`src/rtl/spr_cmd_ctrl.sv`:
```
// rtl/spr_cmd_ctrl.sv - serial sprite command receiver with vblank-gated write scheduler
module spr_cmd_ctrl #(
  parameter int DATA_W      = 12,
  parameter int FIFO_DEPTH  = 4,
  parameter int SYNC_STAGES = 2
) (
  input  logic                        clk,
  input  logic                        reset,
  input  logic                        spr_clk,
  input  logic                        spr_cmd,
  input  logic                        spr_ser,
  input  logic                        vblank,
  input  logic                        wr_ready,
  output logic                        wr_valid,
  output logic [3:0]                  wr_cmd,
  output logic [DATA_W-1:0]           wr_data,
  output logic [3:0]                  last_cmd,
  output logic                        frame_err,
  output logic                        fifo_ovf,
  output logic [$clog2(FIFO_DEPTH):0] fifo_level
);

  localparam int FRAME_BITS = 4 + DATA_W;
  localparam int CNT_W      = $clog2(FRAME_BITS + 2);
  localparam int PTR_W      = $clog2(FIFO_DEPTH);
  localparam int LVL_W      = PTR_W + 1;

  localparam logic [CNT_W-1:0] CNT_FULL = CNT_W'(FRAME_BITS);
  localparam logic [CNT_W-1:0] CNT_SAT  = CNT_W'(FRAME_BITS + 1);
  localparam logic [LVL_W-1:0] LVL_MAX  = LVL_W'(FIFO_DEPTH);

  typedef enum logic {RX_IDLE, RX_SHIFT} rx_state_t;
  typedef enum logic {AP_IDLE, AP_APPLY} ap_state_t;

  // ---------------------------------------------------------------
  // Input synchronisers and edge detection
  // ---------------------------------------------------------------
  logic [SYNC_STAGES-1:0] clk_sync, cmd_sync, ser_sync;
  logic                   clk_dly, cmd_dly;
  // valid_sh fills with ones after reset; its top bit marks the point
  // where the delay flops hold real pin samples, so a pin already high
  // when reset is released is never mistaken for a rising edge.
  logic [SYNC_STAGES:0]   valid_sh;

  logic clk_s, cmd_s, ser_s, sync_ok;
  logic clk_rise, cmd_rise, cmd_fall;

  // Shift each async pin through its synchroniser chain plus one delay flop
  always_ff @(posedge clk or posedge reset) begin
    if (reset) begin
      clk_sync <= '0;
      cmd_sync <= '0;
      ser_sync <= '0;
      clk_dly  <= 1'b0;
      cmd_dly  <= 1'b0;
      valid_sh <= '0;
    end else begin
      clk_sync <= {clk_sync[SYNC_STAGES-2:0], spr_clk};
      cmd_sync <= {cmd_sync[SYNC_STAGES-2:0], spr_cmd};
      ser_sync <= {ser_sync[SYNC_STAGES-2:0], spr_ser};
      clk_dly  <= clk_sync[SYNC_STAGES-1];
      cmd_dly  <= cmd_sync[SYNC_STAGES-1];
      valid_sh <= {valid_sh[SYNC_STAGES-1:0], 1'b1};
    end
  end

  assign clk_s    = clk_sync[SYNC_STAGES-1];
  assign cmd_s    = cmd_sync[SYNC_STAGES-1];
  assign ser_s    = ser_sync[SYNC_STAGES-1];
  assign sync_ok  = valid_sh[SYNC_STAGES];
  assign clk_rise = sync_ok &  clk_s & ~clk_dly;
  assign cmd_rise = sync_ok &  cmd_s & ~cmd_dly;
  assign cmd_fall = sync_ok & ~cmd_s &  cmd_dly;

  // ---------------------------------------------------------------
  // Receiver
  // ---------------------------------------------------------------
  rx_state_t             rx_state, rx_next;
  logic [FRAME_BITS-1:0] sr;
  logic [CNT_W-1:0]      bit_cnt;
  logic                  frame_end;
  logic                  frame_ok;

  // Receiver state register
  always_ff @(posedge clk or posedge reset) begin
    if (reset) rx_state <= RX_IDLE;
    else       rx_state <= rx_next;
  end

  // Receiver next state: frame opens on cmd rise, closes on cmd fall
  always_comb begin
    rx_next = rx_state;
    case (rx_state)
      RX_IDLE:  if (cmd_rise) rx_next = RX_SHIFT;
      RX_SHIFT: if (cmd_fall) rx_next = RX_IDLE;
      default:  rx_next = RX_IDLE;
    endcase
  end

  // Shift register and saturating bit counter; frame_end marks the cycle after the fall
  always_ff @(posedge clk or posedge reset) begin
    if (reset) begin
      sr        <= '0;
      bit_cnt   <= '0;
      frame_end <= 1'b0;
    end else begin
      frame_end <= (rx_state == RX_SHIFT) && cmd_fall;
      if ((rx_state == RX_IDLE) && cmd_rise) begin
        sr      <= '0;
        bit_cnt <= '0;
      end else if ((rx_state == RX_SHIFT) && clk_rise && cmd_s) begin
        sr <= {sr[FRAME_BITS-2:0], ser_s};
        if (bit_cnt != CNT_SAT) bit_cnt <= bit_cnt + 1'b1;
      end
    end
  end

  assign frame_ok  = frame_end && (bit_cnt == CNT_FULL);
  assign frame_err = frame_end && !frame_ok;

  // Remember the command nibble of every well-formed frame, queued or dropped
  always_ff @(posedge clk or posedge reset) begin
    if (reset)         last_cmd <= 4'h0;
    else if (frame_ok) last_cmd <= sr[FRAME_BITS-1 -: 4];
  end

  // ---------------------------------------------------------------
  // Command FIFO
  // ---------------------------------------------------------------
  logic [FRAME_BITS-1:0] mem [FIFO_DEPTH];
  logic [PTR_W-1:0]      wr_ptr, rd_ptr;
  logic                  fifo_full, fifo_empty, pop, push_acc;
  logic [FRAME_BITS-1:0] head;

  assign fifo_full  = (fifo_level == LVL_MAX);
  assign fifo_empty = (fifo_level == '0);
  assign pop        = wr_valid && wr_ready;
  assign push_acc   = frame_ok && (!fifo_full || pop);
  assign fifo_ovf   = frame_ok && fifo_full && !pop;
  assign head       = mem[rd_ptr];

  // Storage array; contents are only observed through wr_valid
  always_ff @(posedge clk) begin
    if (push_acc) mem[wr_ptr] <= sr;
  end

  // Pointers wrap naturally since depth is a power of two
  always_ff @(posedge clk or posedge reset) begin
    if (reset) begin
      wr_ptr     <= '0;
      rd_ptr     <= '0;
      fifo_level <= '0;
    end else begin
      if (push_acc) wr_ptr <= wr_ptr + 1'b1;
      if (pop)      rd_ptr <= rd_ptr + 1'b1;
      if (push_acc && !pop)      fifo_level <= fifo_level + 1'b1;
      else if (!push_acc && pop) fifo_level <= fifo_level - 1'b1;
    end
  end

  // ---------------------------------------------------------------
  // Apply scheduler
  // ---------------------------------------------------------------
  ap_state_t ap_state, ap_next;

  // Apply state register
  always_ff @(posedge clk or posedge reset) begin
    if (reset) ap_state <= AP_IDLE;
    else       ap_state <= ap_next;
  end

  // Apply next state and write request; an issued request is held until taken
  always_comb begin
    ap_next  = ap_state;
    wr_valid = 1'b0;
    case (ap_state)
      AP_IDLE: begin
        if (vblank && !fifo_empty) ap_next = AP_APPLY;
      end
      AP_APPLY: begin
        wr_valid = !fifo_empty;
        if (fifo_empty || (!vblank && pop)) ap_next = AP_IDLE;
      end
      default: ap_next = AP_IDLE;
    endcase
  end

  assign wr_cmd  = wr_valid ? head[FRAME_BITS-1 -: 4] : 4'h0;
  assign wr_data = wr_valid ? head[DATA_W-1:0] : '0;

endmodule

```
`config.mk`:
```
export PLATFORM = sky130hd
export DESIGN_NAME = spr_cmd_ctrl
export DESIGN_NICKNAME = d
export VERILOG_FILES = /design/src/rtl/spr_cmd_ctrl.sv
export SDC_FILE = /design/constraint.sdc
export NUM_CORES = 1
export LEC_CHECK = 0
export ABC_CLOCK_PERIOD_IN_PS = 2200
export BUFFER_PORTS_ARGS = -buffer_cell sky130_fd_sc_hd__buf_4
export CORE_MARGIN = 1
export CORE_UTILIZATION = 53
export DETAILED_ROUTE_END_ITERATION = 7
export GPL_TIMING_DRIVEN = 0
export PLACE_DENSITY = 0.77
export SLEW_MARGIN = 20
export SYNTH_ARGS = -nofsm -noshare
export SYNTH_HDL_FRONTEND = slang
export SYNTH_SLANG_ARGS = --single-unit
```
`constraint.sdc`:
```
create_clock -name clk -period 2.2 [get_ports clk]
set_input_delay 0.44 -clock clk [delete_from_list [all_inputs] [get_ports clk]]
set_output_delay 0.44 -clock clk [all_outputs]
set_load 0.05 [all_outputs]
```
After elaboration in Yosys (flattened, before gate mapping)
Memories as Yosys holds them, arrays and structs flattened. Index checks and enable logic that the tools add are counted.

Logic and storage cells: 80. Register bits after elaboration: 46. RAM bits: 64. Input bits: 7. Memories: 1.

Bitwise gates (word level): 11. Add/subtract/negate cells: 5. Equality and inequality tests: 3. Mux-type cells: 18. Reduce and logical (&&, ||, !) cells: 27.

Memories: mem (depth 4, width 16, read ports 1, clocked after memory_dff 0, wr ports 1, RTL line 130) `logic [FRAME_BITS-1:0] mem [FIFO_DEPTH];`.

Operators with widths (count): 16-bit 2-to-1 mux (2); 5-bit 2-to-1 mux (3); 1-bit logical AND (14); 12-bit 2-to-1 mux (1); 1-bit 2-to-1 mux (7); 1-bit AND (6); 1-bit zero test (6); 3-bit 2-to-1 mux (2); 2-bit nonzero test (3); 5-bit by 1-bit adder with 5-bit output (second input constant) (1); 5-bit == test (second input constant) (1); 5-bit != test (second input constant) (1); 1-bit inverter (5); 2-bit by 1-bit adder with 2-bit output (second input constant) (2); 4-bit 2-to-1 mux (1); 1-bit one-hot mux with 2 select lines (2); 3-bit by 1-bit adder with 3-bit output (second input constant) (1); 3-bit == test (second input constant) (1); 3-bit zero test (1); 3-bit by 1-bit subtractor with 3-bit output (second input constant) (1); 1-bit logical OR (2); 2-bit AND reduction (1).

Longest topological paths before layout
Gate-level depths: netlist of run 1.

Depth in word-level cells: 10. Gate-level depth with buffers: 10. Depth with buffers taken out: 10.

Worst setup path after synthesis of run 1
OpenSTA, ideal clock, no wires.

Kind: register -> output. Start point: reg fifo_level[0]. End point: out wr_cmd[2]. Stages on the path, launching flop included: 4. Data required time: 1760 ps. Arrival: 2172 ps. Slack: -412 ps. Path through: dfrtp_1 -> o31a_1 -> clkbuf_1 -> and2_1.

Longest elaborated chain between the ends: 4.

RTL lines: start: declaration (RTL line 20) `output logic [$clog2(FIFO_DEPTH):0] fifo_level`; start signal: assignment (RTL line 156) `if (push_acc && !pop) fifo_level <= fifo_level + 1'b1;`; start signal: assignment (RTL line 157) `else if (!push_acc && pop) fifo_level <= fifo_level - 1'b1;`; 3-bit zero test (RTL line 136) `assign fifo_empty = (fifo_level == '0);`; 1-bit zero test (RTL line 181) `wr_valid = !fifo_empty;`; 1-bit 2-to-1 mux (RTL line 176) `case (ap_state)`; via wr_valid (RTL line 14) `output logic wr_valid,`; 4-bit 2-to-1 mux (RTL line 188) `assign wr_cmd = wr_valid ? head[FRAME_BITS-1 -: 4] : 4'h0;`; end: declaration (RTL line 15) `output logic [3:0] wr_cmd,`.

The timed path passes the listed nets, and every way through them passes these cells.

Worst setup path in the final report of run 1
Start point: reg rd_ptr[0]. End point: out wr_data[5].

Longest elaborated chain between the ends: 2.

RTL lines: start: declaration (RTL line 131) `logic [PTR_W-1:0] wr_ptr, rd_ptr;`; start signal: assignment (RTL line 155) `if (pop) rd_ptr <= rd_ptr + 1'b1;`; memory 4 x 16 bit; 12-bit 2-to-1 mux (RTL line 189) `assign wr_data = wr_valid ? head[DATA_W-1:0] : '0;`; end: declaration (RTL line 16) `output logic [DATA_W-1:0] wr_data,`.

Every way passes these cells.

==> impl_metrics.toml, run 1 <==
[status]
run_status = "complete, but fails checks"
failed_checks = "setup timing"

[sta]
slew_viol_final = 0
post-route-min-period_ns = 2.29
fin_tns_setup_ns = -1.11
tightest_slew_ns = 0.836
setup_viol = 16
fin_worst_skew_ns = 0.0200
fmax_ghz = 0.436
rsz0062_at_grt = "true"
hold_viol_final = 0
fin_ws_ns = -0.0931
max_slew_margin = 0.443
min_period_over_period = 1.04

[logic_synthesis]
ys_types = 39
synth_top_family_by_area = "multiplexers"
synth_ff_type = "edfxtp_1"
syn-cell-area_um2 = 4490
yosys.area_share.simple = 0.0906
synth_area_leaders = "edfxtp_1, dfrtp_1, mux4_2, and2_1, ha_1"
synth_warnings = 0
synth_seq_cells = 110
synth_compound_area_frac = 0.0552
synth_mux_area_frac = 0.105
synth_adder_area_share = 0.0268
syn_area_per_cell_um2 = 16.1
syn_nets = 294
synthXorXnorAreaFrac = 0.0117
synthCells = 278
synth_edf_count = 64
synthArstFlopShare = 0.418
synth.top_cell.area_share = 0.428
seq_area_frac_synth = 0.685
yosysTopAreaCell = "edfxtp_1"

[place]
dpl.hpwl_um = 4990
place_area_um2 = 4890
gp_congestion = 0.810
io_buffers = 32

[layout]
area_growth_pct = 22.5
final_cell_area_um2 = 5500
diodes = 0
fillers = 557
drive_above_1_share = 0.418
finalNetCount = 363

[floorplanning]
fp.dieArea_um2 = 8840
rows = 33
initial_core_util = 0.546
core_area_um2 = 8220
die_h_um = 94.0
dieWidth_um = 94.0
pin_count = 33

[clocking]
cts_tree = "built"
htree_levels = 3
root_buffer = "clkbuf_8"
cts.sinks = 110
ctsHoldBuffers = 0
clockBufferDepth = 2
clkTransAtPathRegs_ns = 0.12
clkLatencyLatePin_ns = 0.38
numCtsBuffers = 9

[global_route]
grt_pass1_vias = 2516
grt_pass1_wl_um = 13100
grt_remaining_overflow = 0
grt_use_total = 0.207
grt_max_degree = 28
antenna_found_initial = 0

[detailed_routing]
wire_per_inst_um = 18.2
via_count = 2612
antenna_left = 0
drt-total-wl_um = 8320
dr.pass1.iters = 4
viasPerCell = 5.72
drcViolationCount = 0
drt_iter0_markers = 165

[job]
maxCapViolCount = 0

[worst_hold_path]
hold_path.class = "primary input to async pin"

[setup_path]
critPathKind = "flip-flop to output port"
cp_data_required_time_ns = 1.76
path_max_fanout = 5
arrival_ns = 1.85
cp-start-kind = "flip-flop"
cp-end-kind = "output port"

[power_and_ir_drop]
ir_worst_vdd_mv = 0.572
p_total_w = 0.00570
p_leak_nw = 2.14
powerDensity_nw_per_um2 = 1040
## state kept, by name, indices dropped and copies added (netlist names)
name,count
mem,64
sr,16
bit_cnt,5
last_cmd,4
fifo_level,3
valid_sh,3
clk_sync,2
cmd_sync,2
rd_ptr,2
ser_sync,2
wr_ptr,2
ap_state,1
clk_dly,1
cmd_dly,1
frame_end,1
rx_state,1
## repair_timing
action,in CTS,in global routing
cloned,2,0
buffers inserted,18,5
gates resized for setup,43,21
pin swaps,11,5
endpoints found under the setup margin,84,36
## per-stage QoR
step                       util  hold slack [ns]  worst slack (ns)  cells
after floorplan               -            0.331            0.0206    278
after global placement    0.592            0.332            -0.170    415
after detailed placement  0.596            0.336            -0.221    416
after CTS                 0.657            0.150            -0.149    452
after global routing      0.669            0.146            -0.168    457
final                     0.669            0.123           -0.0931    457
## cell usage after synthesis (4+ instances only)
cell type,number
nand3_1,18
xnor2_1,4
dfrtp_1,46
nor2_1,5
o21ai_0,17
mux4_2,16
and2_1,20
ha_1,8
nand2_1,5
a21oi_1,19
clkbuf_1,4
inv_1,8
buf_2,4
edfxtp_1,64
mux2_2,5
## cells in the final DEF, fill, tap and decap left out, types with 3 or more instances in the layout
cell type,Yosys,routed
edfxtp_1,64,64
inv_6,0,3
a21oi_1,19,19
inv_2,0,4
mux4_2,16,16
o21ai_0,17,17
nand2_1,5,4
clkbuf_8,0,9
dfrtp_2,0,3
nand2b_1,3,3
buf_8,0,9
nor2_1,5,4
ha_1,8,6
dfrtp_1,46,43
xnor2_1,4,4
and2_4,0,16
mux2_4,3,3
nand3_1,18,18
inv_1,8,4
buf_4,2,39
mux2_2,5,5
buf_6,3,13
buf_2,4,3
clkbuf_1,4,3
and2_2,0,3
## critical path: stages (launching register included)
cell,delay (ns)
dfrtp_1,0.38
buf_8,0.14
buf_12,0.13
mux4_2,0.49
and2_4,0.18
buf_6,0.14
## final timing paths
path | start | end | slack [ns] | cells past startpoint
max | rd_ptr[0]$_DFFE_PP0N_ | wr_data[5] | -0.09 | 5
min | reset | wr_ptr[1]$_DFFE_PP0P_ | 0.12 | 2
max reg2reg | bit_cnt[1]$_DFFE_PP0P_ | fifo_level[2]$_DFFE_PP0P_ | 0.03 | 10
min reg2reg | clk_sync[0]$_DFF_PP0_ | clk_sync[1]$_DFF_PP0_ | 0.36 | 0
max in group asynchronous | reset | sr[8]$_DFFE_PP0P_ | 1.55 | 3
min in group clk | spr_ser | ser_sync[0]$_DFF_PP0_ | 0.17 | 1
## cell families (layout without fill, tap and decap cells)
family	count (synthesis)	in the layout
buf+inv	21	94
other cells	1	1
compound gates	42	43
flops	110	110
fa+ha+maj	9	9
mux	25	25
xor+xnor	6	6
simple gates	64	64
## power by group
group / switching (W) / internal, W
Clock: 0.000732 / 0.000440
Sequential: 0.0000673 / 0.00225
Combinational: 0.00118 / 0.00103
## cell type report
cell class / count / area (um2) / area share
multi-input cells: 148 / 1390 / 0.254
flip-flops and latches: 110 / 3080 / 0.560
plain buffers: 13 / 106 / 0.0193
inverters: 8 / 30.0 / 0.00546
well taps: 105 / 131 / 0.0239
clock buffers: 9 / 124 / 0.0225
clock inverters: 7 / 66.3 / 0.0121
repair buffers: 57 / 569 / 0.104
## routing by layer
layer  vias up  global-route usage  share of wire
met3        10              0.0526          0.050
met5         -                   0              0
met4         0              0.0705          0.019
met1      1349               0.271           0.42
met2        72               0.338           0.51
li1       1181                   -              -
No activity file was read; power rests on OpenSTA's default activity.
==> inputs of run 2 (changes only) <==
Settings changed: TNS_END_PERCENT set to 30.
==> run 2 against run 1 <==
The run still ends with setup timing left. Global-route usage is 0.48 points lower. Hold slack got worse by 0.12 ns. Design area fell by 1.2%. Critical path depth did not move. Worst setup slack improved by 0.020 ns. Maximum frequency rose by 0.88%. Flip-flop and latch count unchanged. Utilization shrank 0.81 points. Critical endpoint is now wr_data[6]. Largest cell class unchanged. Largest power group unchanged.
==> impl_metrics.toml, run 2 (synthesis results as in run 1) <==
[power_and_ir_drop]
ir_worst_vdd_mv = 0.407
power_frac_comb = 0.374
switchingPower_w = 0.00191
p_leak_nw = 2.11
p_seq_frac = 0.411
clock_power_share = 0.215
p_int_w = 0.00376
powerDensity_nw_per_um2 = 1040
switching_share = 0.337

[sta]
setup_viol = 16
post-route-min-period_ns = 2.27
rsz0062_at_grt = "true"
fin_worst_skew_ns = 0.0184
slew_viol_final = 0
fin_ws_ns = -0.0731
hold_viol_final = 0
min_period_over_period = 1.03
fmax_ghz = 0.440
hold_slack_ns = 0.00469

[setup_path]
cp_slowest_cell = "mux4_2"
critPathKind = "flip-flop to output port"
path_delay_family = "multiplexers"
critical_path_buf_inv_count = 3
cp_common_cell = "buf_8"
max_stage_delay_ns = 0.51
regToRegSetupSlack_ns = 0.01
cp_data_required_time_ns = 1.76
cp-start-kind = "flip-flop"
cp-end-kind = "output port"
crit_chain = "buf_8 -> buf_12 -> mux4_2 -> and2_4 -> buf_8"
path_max_fanout = 5
arrival_ns = 1.83

[status]
run_status = "complete, but fails checks"
failed_checks = "setup timing"

[floorplanning]
fp.dieArea_um2 = 8840
pin_count = 33
rows = 33
core_area_um2 = 8220
die_h_um = 94.0
initial_core_util = 0.546
dieWidth_um = 94.0

[layout]
finalNetCount = 353
area_growth_pct = 21.0
diodes = 0
mostFrequentLayoutCells = "edfxtp_1, dfrtp_1, buf_4"
regMostFlops = "mem"
final_cell_area_um2 = 5430
layout_commonest_cell = "edfxtp_1"
drive_above_1_share = 0.401
largest_register_ffs = 64
biggestRegsByFlops = "mem (64), sr (16), bit_cnt (5)"
final_cells = 447
post-route-util = 0.661

[clocking]
htree_levels = 3
cts.sinks = 110
numCtsBuffers = 9
ctsHoldBuffers = 0
cts_tree = "built"
root_buffer = "clkbuf_8"
clockBufferDepth = 2
clkTransAtPathRegs_ns = 0.10
clkLatencyLatePin_ns = 0.38

[place]
place_inst = 416
place_area_um2 = 4890
dpl.hpwl_um = 4890
gp_congestion = 0.808
io_buffers = 32

[global_route]
grt_pass1_wl_um = 12800
grt_pass1_vias = 2476
grt_use_total = 0.202
grt_remaining_overflow = 0
grt_max_degree = 36
antenna_found_initial = 0

[detailed_routing]
drt_iter0_markers = 183
drcViolationCount = 0
via_count = 2486
drt-total-wl_um = 8190
antenna_left = 0
wire_per_inst_um = 18.3
dr.pass1.iters = 4
viasPerCell = 5.56

[worst_hold_path]
hold_path.class = "primary input to async pin"

[job]
maxCapViolCount = 0
[run 2: cell count changes in the layout (fill, tap and decap cells not counted), moves of 2 or more]
cell	delta
inv_6	-2
buf_8	-2
buf_4	-11
buf_6	+3
[run 2: through the flow]
step / total power (W) / worst slack, ns / TNS [ns]
6_report: 0.00567 / -0.0731 / -0.909
5_1_grt: 0.00587 / -0.145 / -1.94
4_1_cts: 0.00563 / -0.135 / -1.29
3_5_place_dp: 0.00396 / -0.245 / -13.11
3_3_place_gp: 0.00393 / -0.220 / -13.90
2_1_floorplan: 0.00354 / -0.0381 / -0.0381
[run 2: worst reg2reg max path, delay by kind of cell (launching register included)]
family / cells / cell delay [ns]
buffers and inverters: 2 / 0.14
AO/OA/AOI/OAI: 1 / 0.28
XOR/XNOR: 2 / 0.30
adder cells (fa/ha/maj): 3 / 0.73
flip-flops: 1 / 0.41
AND/OR/NAND/NOR: 2 / 0.24
[run 2: path summary, 6_finish.rpt]
| kind | startpoint | to | cells after the start |
|---|---|---|---|
| max | rd_ptr[0]$_DFFE_PP0N_ | wr_data[6] | 5 |
| min | reset | wr_ptr[1]$_DFFE_PP0P_ | 2 |
| max reg2reg | bit_cnt[1]$_DFFE_PP0P_ | fifo_level[2]$_DFFE_PP0P_ | 10 |
| min reg2reg | valid_sh[0]$_DFF_PP0_ | valid_sh[1]$_DFF_PP0_ | 0 |
| max in group asynchronous | reset | sr[4]$_DFFE_PP0P_ | 3 |
| min in group clk | spr_cmd | cmd_sync[0]$_DFF_PP0_ | 1 |
[run 2: per-layer routing]
metal  global-route usage  vias to the layer above  part of all wire
li1                     -                     1155                 -
met1                0.283                     1266              0.46
met2                0.319                       49              0.49
met3               0.0267                       16             0.027
met4               0.0923                        0             0.020
met5                    0                        -                 0
[run 2: power by group through the flow]
stage / combinational (W) / sequential [W] / clock [W]
2_1_floorplan: 0.00108 / 0.00247 / 0
3_3_place_gp: 0.00155 / 0.00238 / 0
3_5_place_dp: 0.00157 / 0.00239 / 0
4_1_cts: 0.00208 / 0.00232 / 0.00122
5_1_grt: 0.00223 / 0.00234 / 0.00130
6_report: 0.00212 / 0.00233 / 0.00122
[run 2: area by class of cell]
| type | count | area (um2) |
|---|---|---|
| plain buffers | 13 | 106 |
| clock buffers | 10 | 128 |
| clock inverters | 6 | 71.3 |
| fillers | 566 | 2790 |
| inverters | 8 | 30.0 |
| multi-input cells | 148 | 1410 |
| flip-flops and latches | 110 | 3080 |
| well taps | 105 | 131 |
| repair buffers | 47 | 483 |
[run 2: repair_timing]
item                                    4_1_cts  5_1_grt
pin swaps                                     6        8
resized for setup                            49       17
gates cloned                                  2        0
hold endpoints to repair                      0        0
buffers inserted                              8        5
endpoints found under the setup margin       84       19
